`config.mk`:
```
export PLATFORM = sky130hd
export DESIGN_NAME = ex_muldiv_ctrl_flat
export DESIGN_NICKNAME = d
export VERILOG_FILES = /design/src/rtl/ex_muldiv_ctrl_if.sv /design/src/rtl/ex_muldiv_ctrl.sv /design/src/flat_wrapper.sv
export SDC_FILE = /design/constraint.sdc
export NUM_CORES = 1
export LEC_CHECK = 0
export BUFFER_PORTS_ARGS = -buffer_cell sky130_fd_sc_hd__clkbuf_2
export CORE_AREA = 2 2 181 183
export CTS_BUF_LIST = sky130_fd_sc_hd__clkbuf_16
export DETAILED_ROUTE_END_ITERATION = 8
export DIE_AREA = 0 0 183 185
export GPL_TIMING_DRIVEN = 0
export PLACE_DENSITY = 0.69
export SLEW_MARGIN = 40
export SYNTH_ARGS = -nofsm -noshare
export SYNTH_HDL_FRONTEND = slang
export SYNTH_SLANG_ARGS = --single-unit
export TNS_END_PERCENT = 20
```
`constraint.sdc`:
```
create_clock -name clk -period 6.35 [get_ports clk]
set_input_delay 1.5875 -clock clk [delete_from_list [all_inputs] [get_ports clk]]
set_output_delay 1.5875 -clock clk [all_outputs]
set_load 0.01 [all_outputs]
```
`src/rtl/ex_muldiv_ctrl_if.sv`:
```
// Handshake and result bundle between the ID/EX pipeline (master) and the RV32M sequencer (slave).
interface ex_muldiv_ctrl_if;
  logic        start;
  logic [2:0]  funct3;
  logic [31:0] op_a;
  logic [31:0] op_b;
  logic [4:0]  rd_addr_in;
  logic        flush;
  logic        muldiv_stall;
  logic        result_valid;
  logic [31:0] result;
  logic [4:0]  rd_addr_out;
  logic [4:0]  fwd_rs_addr;
  logic [31:0] fwd_rs_data;

  modport master (
    output start, funct3, op_a, op_b, rd_addr_in, flush,
    input  muldiv_stall, result_valid, result, rd_addr_out, fwd_rs_addr, fwd_rs_data
  );

  modport slave (
    input  start, funct3, op_a, op_b, rd_addr_in, flush,
    output muldiv_stall, result_valid, result, rd_addr_out, fwd_rs_addr, fwd_rs_data
  );
endinterface

```
`src/rtl/ex_muldiv_ctrl.sv`:
```
// RV32M sequencer: 32-step shift-add multiply / restoring divide, 33-cycle latency, stalls EX while busy.
// MULDIV_FAST_MUL_EN: multiplies complete in one cycle from a single-cycle 32x32 product; divides stay iterative.
module ex_muldiv_ctrl (
  input  logic              clk,
  input  logic              rst,
  ex_muldiv_ctrl_if.slave   bus
);

  typedef enum logic [1:0] {IDLE = 2'd0, CALC = 2'd1, DONE = 2'd2} state_e;

  state_e      state_q, state_d;
  logic [63:0] acc_q, acc_d;
  logic [31:0] b_q;
  logic [2:0]  f3_q;
  logic [4:0]  rd_q;
  logic        neg_q;
  logic        rneg_q;
  logic [4:0]  cnt_q;
  logic [31:0] result_q;
  logic [4:0]  rd_out_q;

  logic        issue;
  logic        sign_a, sign_b;
  logic        a_neg, b_neg;
  logic [31:0] a_abs, b_abs;
  logic        div_zero, div_ovf, special;
  logic [31:0] special_res;
  logic        fast_mul;
  logic [32:0] mul_sum;
  logic [63:0] mul_next;
  logic [32:0] div_shift, div_diff;
  logic [63:0] div_next;

  // acc holds {hi, lo} of the product, or {remainder, quotient}; sign is reapplied at the end.
  function automatic logic [31:0] finalize(input logic [63:0] acc, input logic [2:0] f3,
                                           input logic neg, input logic rneg);
    logic [63:0] p;
    logic [31:0] q;
    logic [31:0] r;
    logic [31:0] res;
    p = neg  ? (64'd0 - acc) : acc;
    q = neg  ? (32'd0 - acc[31:0]) : acc[31:0];
    r = rneg ? (32'd0 - acc[63:32]) : acc[63:32];
    case (f3)
      3'b000:                 res = p[31:0];
      3'b001, 3'b010, 3'b011: res = p[63:32];
      3'b100, 3'b101:         res = q;
      default:                res = r;
    endcase
    return res;
  endfunction

  assign issue = (state_q == IDLE) && bus.start && !bus.flush;

  always_comb begin
    sign_a = (bus.funct3 == 3'b001) || (bus.funct3 == 3'b010) ||
             (bus.funct3 == 3'b100) || (bus.funct3 == 3'b110);
    sign_b = (bus.funct3 == 3'b001) || (bus.funct3 == 3'b100) || (bus.funct3 == 3'b110);
    a_neg  = sign_a && bus.op_a[31];
    b_neg  = sign_b && bus.op_b[31];
    a_abs  = a_neg ? (32'd0 - bus.op_a) : bus.op_a;
    b_abs  = b_neg ? (32'd0 - bus.op_b) : bus.op_b;

    div_zero = bus.funct3[2] && (bus.op_b == 32'd0);
    div_ovf  = bus.funct3[2] && !bus.funct3[0] &&
               (bus.op_a == 32'h8000_0000) && (bus.op_b == 32'hFFFF_FFFF);
    special  = div_zero || div_ovf;

    if (div_zero)
      special_res = bus.funct3[1] ? bus.op_a : 32'hFFFF_FFFF;
    else
      special_res = bus.funct3[1] ? 32'd0 : 32'h8000_0000;
  end

`ifdef MULDIV_FAST_MUL_EN
  logic [63:0] fast_prod;
  assign fast_mul  = !bus.funct3[2];
  assign fast_prod = {32'd0, a_abs} * {32'd0, b_abs};
`else
  assign fast_mul  = 1'b0;
`endif

  // One iteration: multiply adds the multiplicand under lo[0] then shifts right;
  // divide shifts left and keeps the trial subtraction when it does not borrow.
  always_comb begin
    mul_sum   = {1'b0, acc_q[63:32]} + (acc_q[0] ? {1'b0, b_q} : 33'd0);
    mul_next  = {mul_sum, acc_q[31:1]};
    div_shift = acc_q[63:31];
    div_diff  = div_shift - {1'b0, b_q};
    if (div_diff[32])
      div_next = {div_shift[31:0], acc_q[30:0], 1'b0};
    else
      div_next = {div_diff[31:0], acc_q[30:0], 1'b1};
    acc_d = f3_q[2] ? div_next : mul_next;
  end

  always_ff @(posedge clk or posedge rst) begin
    if (rst) state_q <= IDLE;
    else     state_q <= state_d;
  end

  always_comb begin
    state_d = state_q;
    case (state_q)
      IDLE: if (bus.start) state_d = (special || fast_mul) ? DONE : CALC;
      CALC: if (cnt_q == 5'd31) state_d = DONE;
      DONE: state_d = IDLE;
      default: state_d = IDLE;
    endcase
    if (bus.flush) state_d = IDLE;
  end

  always_comb begin
    bus.muldiv_stall = !bus.flush && (((state_q == IDLE) && bus.start) || (state_q == CALC));
    bus.result_valid = !bus.flush && (state_q == DONE);
    bus.result       = result_q;
    bus.rd_addr_out  = rd_out_q;
    bus.fwd_rs_addr  = bus.result_valid ? rd_out_q : 5'd0;
    bus.fwd_rs_data  = bus.result_valid ? result_q : 32'd0;
  end

  // A flush freezes the datapath in place; only the FSM returns to IDLE.
  always_ff @(posedge clk or posedge rst) begin
    if (rst) begin
      acc_q    <= 64'd0;
      b_q      <= 32'd0;
      f3_q     <= 3'd0;
      rd_q     <= 5'd0;
      neg_q    <= 1'b0;
      rneg_q   <= 1'b0;
      cnt_q    <= 5'd0;
      result_q <= 32'd0;
      rd_out_q <= 5'd0;
    end else if (issue) begin
      acc_q  <= {32'd0, a_abs};
      b_q    <= b_abs;
      f3_q   <= bus.funct3;
      rd_q   <= bus.rd_addr_in;
      neg_q  <= a_neg ^ b_neg;
      rneg_q <= a_neg;
      cnt_q  <= 5'd0;
      if (special) begin
        result_q <= special_res;
        rd_out_q <= bus.rd_addr_in;
      end
`ifdef MULDIV_FAST_MUL_EN
      else if (fast_mul) begin
        result_q <= finalize(fast_prod, bus.funct3, a_neg ^ b_neg, a_neg);
        rd_out_q <= bus.rd_addr_in;
      end
`endif
    end else if ((state_q == CALC) && !bus.flush) begin
      acc_q <= acc_d;
      cnt_q <= cnt_q + 5'd1;
      if (cnt_q == 5'd31) begin
        result_q <= finalize(acc_d, f3_q, neg_q, rneg_q);
        rd_out_q <= rd_q;
      end
    end
  end

endmodule

```
`src/flat_wrapper.sv`:
```
// flat-port wrapper written by rule: the top's interface ports become plain ports
module ex_muldiv_ctrl_flat 
  (clk, rst, bus_start, bus_funct3, bus_op_a, bus_op_b, bus_rd_addr_in, bus_flush, bus_muldiv_stall, bus_result_valid, bus_result, bus_rd_addr_out, bus_fwd_rs_addr, bus_fwd_rs_data);
  ex_muldiv_ctrl_if bus_i ();
  input  logic clk;
  input  logic rst;
  input wire logic [$bits(bus_i.start)-1:0] bus_start;
  input wire logic [$bits(bus_i.funct3)-1:0] bus_funct3;
  input wire logic [$bits(bus_i.op_a)-1:0] bus_op_a;
  input wire logic [$bits(bus_i.op_b)-1:0] bus_op_b;
  input wire logic [$bits(bus_i.rd_addr_in)-1:0] bus_rd_addr_in;
  input wire logic [$bits(bus_i.flush)-1:0] bus_flush;
  output wire logic [$bits(bus_i.muldiv_stall)-1:0] bus_muldiv_stall;
  output wire logic [$bits(bus_i.result_valid)-1:0] bus_result_valid;
  output wire logic [$bits(bus_i.result)-1:0] bus_result;
  output wire logic [$bits(bus_i.rd_addr_out)-1:0] bus_rd_addr_out;
  output wire logic [$bits(bus_i.fwd_rs_addr)-1:0] bus_fwd_rs_addr;
  output wire logic [$bits(bus_i.fwd_rs_data)-1:0] bus_fwd_rs_data;
  assign bus_i.start = bus_start;
  assign bus_i.funct3 = bus_funct3;
  assign bus_i.op_a = bus_op_a;
  assign bus_i.op_b = bus_op_b;
  assign bus_i.rd_addr_in = bus_rd_addr_in;
  assign bus_i.flush = bus_flush;
  assign bus_muldiv_stall = bus_i.muldiv_stall;
  assign bus_result_valid = bus_i.result_valid;
  assign bus_result = bus_i.result;
  assign bus_rd_addr_out = bus_i.rd_addr_out;
  assign bus_fwd_rs_addr = bus_i.fwd_rs_addr;
  assign bus_fwd_rs_data = bus_i.fwd_rs_data;
  ex_muldiv_ctrl u_core (.clk(clk), .rst(rst), .bus(bus_i));
endmodule
```
==> results.cfg, run 1 <==
[place]
gp_congestion = 1.03
place.port_buffers = 151
dpl_cell_area_mm2 = 0.0178
post-dp-hpwl_mm = 55.6
dp_slack_ps = -815

[global_routing]
grt_use_total_pct = 40.6
gr-usage-met1_pct = 56.1
grt_pass1_wl_mm = 103
grtUsageMet2_pct = 60.5
grt_max_degree = 78
grt_busiest_layer = met2
grt_pass1_vias = 16875
met3_usage_pct = 11.1
overflow = 0
antenna_found_initial = 2

[die]
coreArea_mm2 = 0.0320
num_rows = 66
io_pins = 152
die_w_um = 183
initial_utilization_pct = 51.3
die-area_mm2 = 0.0339
die_h_um = 185

[power]
total_power_uw = 9750
pwr-share-seq_pct = 17.4
peakVddDrop_v = 0.000319
cellLeakagePower_uw = 0.00779
power_frac_clock_pct = 9.9
combPwrFrac_pct = 72.6
p_int_uw = 4170
powerDensity_mw_per_mm2 = 525
switching_share_pct = 57.2
p_sw_uw = 5580

[sta]
fin_worst_skew_ps = 17.3
fin_ws_ps = 195
setup_viol = 0
post-route-min-period_ps = 6150
worstMarginPinSlew_ps = 903
period_share_pct = 96.9
finalMaxSlewViolations = 0
hold_viol = 0
setup-tns-final_ps = 0
slew_headroom_pct = 39.8
fmax_mhz = 162

[routing]
final_antenna_net_count = 0
drc = 0
initialDrtViolationCount = 2271
via_per_inst = 6.71
dr.pass1.iters = 6
routed_wl_mm = 69.2
wl_per_cell_um = 25.2
vias = 18409

[logic_synthesis]
synth-compound-area-share_pct = 30.0
yosys.area.top_type_share_pct = 22.8
syn_nets = 2281
synth_top_family_by_area = compound AO/OA/AOI/OAI gates
synth_xor_area_share_pct = 9.86
synth_flop_cell = dfrtp_1
synth_top_cell_by_area = dfrtp_1
synth_edf_count = 0
muxShareOfSynthArea_pct = 3.05
syn-cell-area_mm2 = 0.0164
async_reset_ff_share_pct = 100
synth_area_leaders = dfrtp_1, o21ai_0, nand2_1
synth_seq_cells = 150
synth_area_per_cell_um2 = 7.71
synth-seq-area-share_pct = 22.8
synth_fa_ha_area_share_pct = 5.65
synthSimpleGateAreaFrac_pct = 23.5
yosysWarnings = 0
synth_cells = 2132
netlist-cell-type-count = 108

[clock_network]
cts_tree = built
cts-root-buf = clkbuf_16
clkSinkCount = 150
cts.htree.levels = 4
cts_buffers = 17
insertion_delay_ps = 470
clk_pin_slew_worst_paths_ps = 80
cts_max_path_buffers = 2

[finish]
syn_to_final_growth_pct = 13.0
design_area_mm2 = 0.0186
mostFrequentLayoutCells = nand2_1, o21ai_0, clkbuf_2
final_util_pct = 57.9
layout_commonest_cell = nand2_1
nNetsFinal = 2470
drive_above_1_share_pct = 14.7

[critical_path]
cp_max_fo = 10
max_stage_delay_ps = 470
endpoint_kind = register
cp-start-kind = register
cpMaxStageDelayCell = dfrtp_1
r2r_slack_ps = 200
critPathKind = register to register
cp.arrival_ps = 6520
crit_required_ps = 6720
cp_common_cell = nand2_2

[min_path]
hold_class = register to register

[flow_run]
maxCapViolCount = 0

[status]
status = complete, no violations
==> state kept, by name (all words and copies together), names as in the netlist, 2 cells and up <==
name	flops
u_core.bus.result	32
u_core.bus.rd_addr_out	5
u_core.acc_q	64
u_core.b_q	32
u_core.f3_q	3
u_core.state_q	2
u_core.cnt_q	5
u_core.rd_q	5
==> layout make-up <==
cell class	count	area, um2
Fill cell	3076	13500
Tap cell	408	510
Clock inverter	15	106
Timing Repair Buffer	172	930
Clock buffer	17	425
Antenna cell	2	5.00
Buffer	126	558
Inverter	70	270
Sequential cell	150	3760
Multi-Input combinational cell	1784	12000
==> cell usage after synthesis, drive strengths merged, types with 34 or more instances <==
cell type	n
and2	84
xor2	79
nand3	36
o31ai	34
nand4	38
o211ai	65
nor2	120
o21ai	227
mux2i	34
ha	71
buf	41
xnor2	106
inv	69
dfrtp	150
nand2	279
a21oi	135
nor3	55
clkbuf	87
==> critical path: cells and delay by family (launching register included) <==
kind | cells | cell delay, ps
adder cells (fa/ha/maj) | 2 | 490
flip-flops | 1 | 470
AO/OA/AOI/OAI | 9 | 2170
buffers and inverters | 4 | 650
XOR/XNOR | 1 | 230
AND/OR/NAND/NOR | 10 | 2000
==> power by group through the flow <==
| stage | sequential, uW | clock [uW] | combinational (uW) |
|---|---|---|---|
| after global placement | 1670 | 0 | 6580 |
| final | 1700 | 967 | 7080 |
| after global routing | 1710 | 1000 | 7560 |
| after detailed placement | 1680 | 0 | 6660 |
| after CTS | 1670 | 959 | 6720 |
| after floorplan | 1500 | 0 | 4760 |
==> worst paths after layout <==
path | startpoint | to | depth (start not counted)
max in group asynchronous | rst | u_core.bus.result[21]$_DFFE_PP0P_ | 3
hold / removal | u_core.rd_q[4]$_DFFE_PP0P_ | u_core.rd_q[4]$_DFFE_PP0P_ | 2
hold reg to reg | u_core.rd_q[4]$_DFFE_PP0P_ | u_core.rd_q[4]$_DFFE_PP0P_ | 2
setup reg to reg | u_core.acc_q[38]$_DFFE_PP0P_ | u_core.bus.result[30]$_DFFE_PP0P_ | 26
setup / recovery | u_core.acc_q[38]$_DFFE_PP0P_ | u_core.bus.result[30]$_DFFE_PP0P_ | 26
min in group asynchronous | rst | u_core.b_q[25]$_DFFE_PP0P_ | 2
==> kinds of logic (layout without fill, tap and decap cells) <==
logic type | Yosys count | in the layout
DFF | 150 | 150
adders and majority gates | 73 | 73
muxes | 48 | 48
other | 0 | 2
xor gates and xnor gates | 185 | 185
buffers and inverters | 198 | 400
AOI/OAI and AO/OA | 726 | 726
and+or+nand+nor | 752 | 752
==> layer usage <==
layer / vias up / wire (um)
li1: 8254 / -
met1: 8875 / 29000
met2: 1110 / 29500
met3: 168 / 8230
met4: 2 / 2480
met5: - / 11
==> timing repair <==
action                                  in CTS  in global routing
buffers inserted                             3                 13
pin swaps                                    2                 11
gates resized for setup                     10                 18
endpoints found under the setup margin      10                 10
hold buffers                                 0                  0
==> through the flow <==
stage | hold WS [ps] | instances
after floorplan | 437 | 2132
after global placement | 454 | 2691
after detailed placement | 468 | 2695
after CTS | 484 | 2729
after global routing | 509 | 2742
final | 473 | 2744
No activity file was read; power rests on OpenSTA's default activity.
==> run 2, diff against run 1 <==
Settings changed: CORE_AREA 2 2 181 183 to 2 2 162 204, DIE_AREA 0 0 183 185 to 0 0 164 206.
==> run 2 against run 1 <==
  * Clock skew down 8.4 ps
  * Utilization up 0.27 points
  * Non-clock buffer count up 7
==> results.cfg, run 2 (synthesis results as in run 1) <==
[power]
peakVddDrop_v = 0.000298
cellLeakagePower_uw = 0.00785
total_power_uw = 9790
powerDensity_mw_per_mm2 = 524

[sta]
slew_headroom_pct = 36.0
hold_viol = 0
period_share_pct = 98.1
fin_hold_ws_ps = 474
fin_worst_skew_ps = 8.87
finalMaxSlewViolations = 0
setup_viol = 0
setup-tns-final_ps = 0
worstMarginPinSlew_ps = 935
fmax_mhz = 161
post-route-min-period_ps = 6230

[critical_path]
r2r_cells = 25
crit_required_ps = 6710
r2r_slack_ps = 120
endpoint_kind = register
critPathKind = register to register
endpoint = u_core.bus.result[30]$_DFFE_PP0P_
r2r-start = u_core.acc_q[40]$_DFFE_PP0P_
regToRegEndpoint = u_core.bus.result[30]$_DFFE_PP0P_
crit_start = u_core.acc_q[40]$_DFFE_PP0P_
cp_max_fo = 10
cp-start-kind = register
cp.arrival_ps = 6580

[status]
status = complete, no violations

[routing]
wl_per_cell_um = 26.0
initialDrtViolationCount = 1644
dr.pass1.iters = 8
via_per_inst = 6.55
drc = 0
final_antenna_net_count = 0
vias = 18085
routed_wl_mm = 71.7

[global_routing]
grtUsageMet2_pct = 69.0
met3_usage_pct = 7.00
grt_pass1_wl_mm = 107
grt_pass1_vias = 17484
gr-usage-met1_pct = 47.0
antenna_found_initial = 0
grt_use_total_pct = 42.6
grt_busiest_layer = met2
overflow = 0
grt_max_degree = 66

[place]
post-dp-hpwl_mm = 57.6
gp_congestion = 1.07
dpl_cell_area_mm2 = 0.0178
place.port_buffers = 151

[die]
num_rows = 74
io_pins = 152
die_w_um = 164
die-area_mm2 = 0.0338
die_h_um = 206
coreArea_mm2 = 0.0321
initial_utilization_pct = 51.1

[clock_network]
cts_tree = built
cts-root-buf = clkbuf_16
cts.htree.levels = 4
cts_buffers = 17
clkSinkCount = 150
clk_pin_slew_worst_paths_ps = 70
insertion_delay_ps = 460
cts_max_path_buffers = 2

[finish]
mostFrequentLayoutCells = nand2_1, o21ai_0, clkbuf_2
largest_reg_flops = 64
nNetsFinal = 2477
design_area_mm2 = 0.0187
layout_commonest_cell = nand2_1
drive_above_1_share_pct = 15.6
top_register = u_core.acc_q
syn_to_final_growth_pct = 13.8
diodes = 0

[min_path]
hold_class = register to register

[flow_run]
maxCapViolCount = 0
## run 2: how the worst min path moves through the flow
stage,to,slack [ps],from,cells past startpoint
floorplan,u_core.rd_q[0]$_DFFE_PP0P_,440,u_core.rd_q[0]$_DFFE_PP0P_,2
global placement,u_core.rd_q[4]$_DFFE_PP0P_,450,u_core.rd_q[4]$_DFFE_PP0P_,2
detailed placement,u_core.rd_q[3]$_DFFE_PP0P_,460,u_core.rd_q[3]$_DFFE_PP0P_,2
CTS,u_core.rd_q[3]$_DFFE_PP0P_,480,u_core.rd_q[3]$_DFFE_PP0P_,2
global route,u_core.rd_q[2]$_DFFE_PP0P_,500,u_core.rd_q[2]$_DFFE_PP0P_,2
finish,u_core.rd_q[0]$_DFFE_PP0P_,470,u_core.rd_q[0]$_DFFE_PP0P_,2
## run 2: critical path, stage by stage (launching register included)
cell,delay [ps]
dfrtp_1,500
ha_1,470
nand2_1,180
a2111o_1,430
o21a_1,270
a21boi_4,220
o21ai_2,160
buf_6,200
nand3_4,160
nand2_2,100
inv_1,90
ha_2,190
nor3b_4,220
o221ai_2,160
nor3b_2,310
nand2_2,140
or3_4,410
nor3_4,290
nand2_4,120
nor2_4,160
nand4_1,100
buf_4,190
o41ai_2,360
xor2_1,300
a22oi_2,110
o31ai_2,250
## run 2: where the power goes
| group | internal (uW) | switching (uW) | total [uW] |
|---|---|---|---|
| Clock | 549 | 491 | 1040 |
| Combinational | 2460 | 4600 | 7060 |
| Sequential | 1240 | 454 | 1690 |
## run 2: through the flow
stage,std cells,utilization (%),worst slack (ps)
floorplan,2132,-,726
global placement,2701,55.1,-1120
detailed placement,2706,55.4,-1160
CTS,2738,57.4,19.4
global route,2759,58.2,-47.9
finish,2759,58.2,123
## run 2: routing by layer
layer  up-vias  routed length [um]
met5         -                   0
met4         0                8110
met3       349                4680
met2       952               32800
met1      8515               26100
li1       8269                   -
## run 2: final cells by class
type | instances | area [um2]
multi-input combinational | 1784 | 12000
buffer | 126 | 568
inverter | 70 | 270
sequential | 150 | 3760
clock buffer | 17 | 425
fill | 3083 | 13400
tap | 418 | 523
timing repair buffer | 179 | 998
clock inverter | 15 | 141
## run 2: what timing repair did
action / CTS / global route
hold buffers: 0 / 0
endpoints found under the hold margin: 0 / 0
setup endpoints to repair: 13 / 16
setup buffers: 2 / 20
pin swaps: 2 / 13
resized for setup: 12 / 27
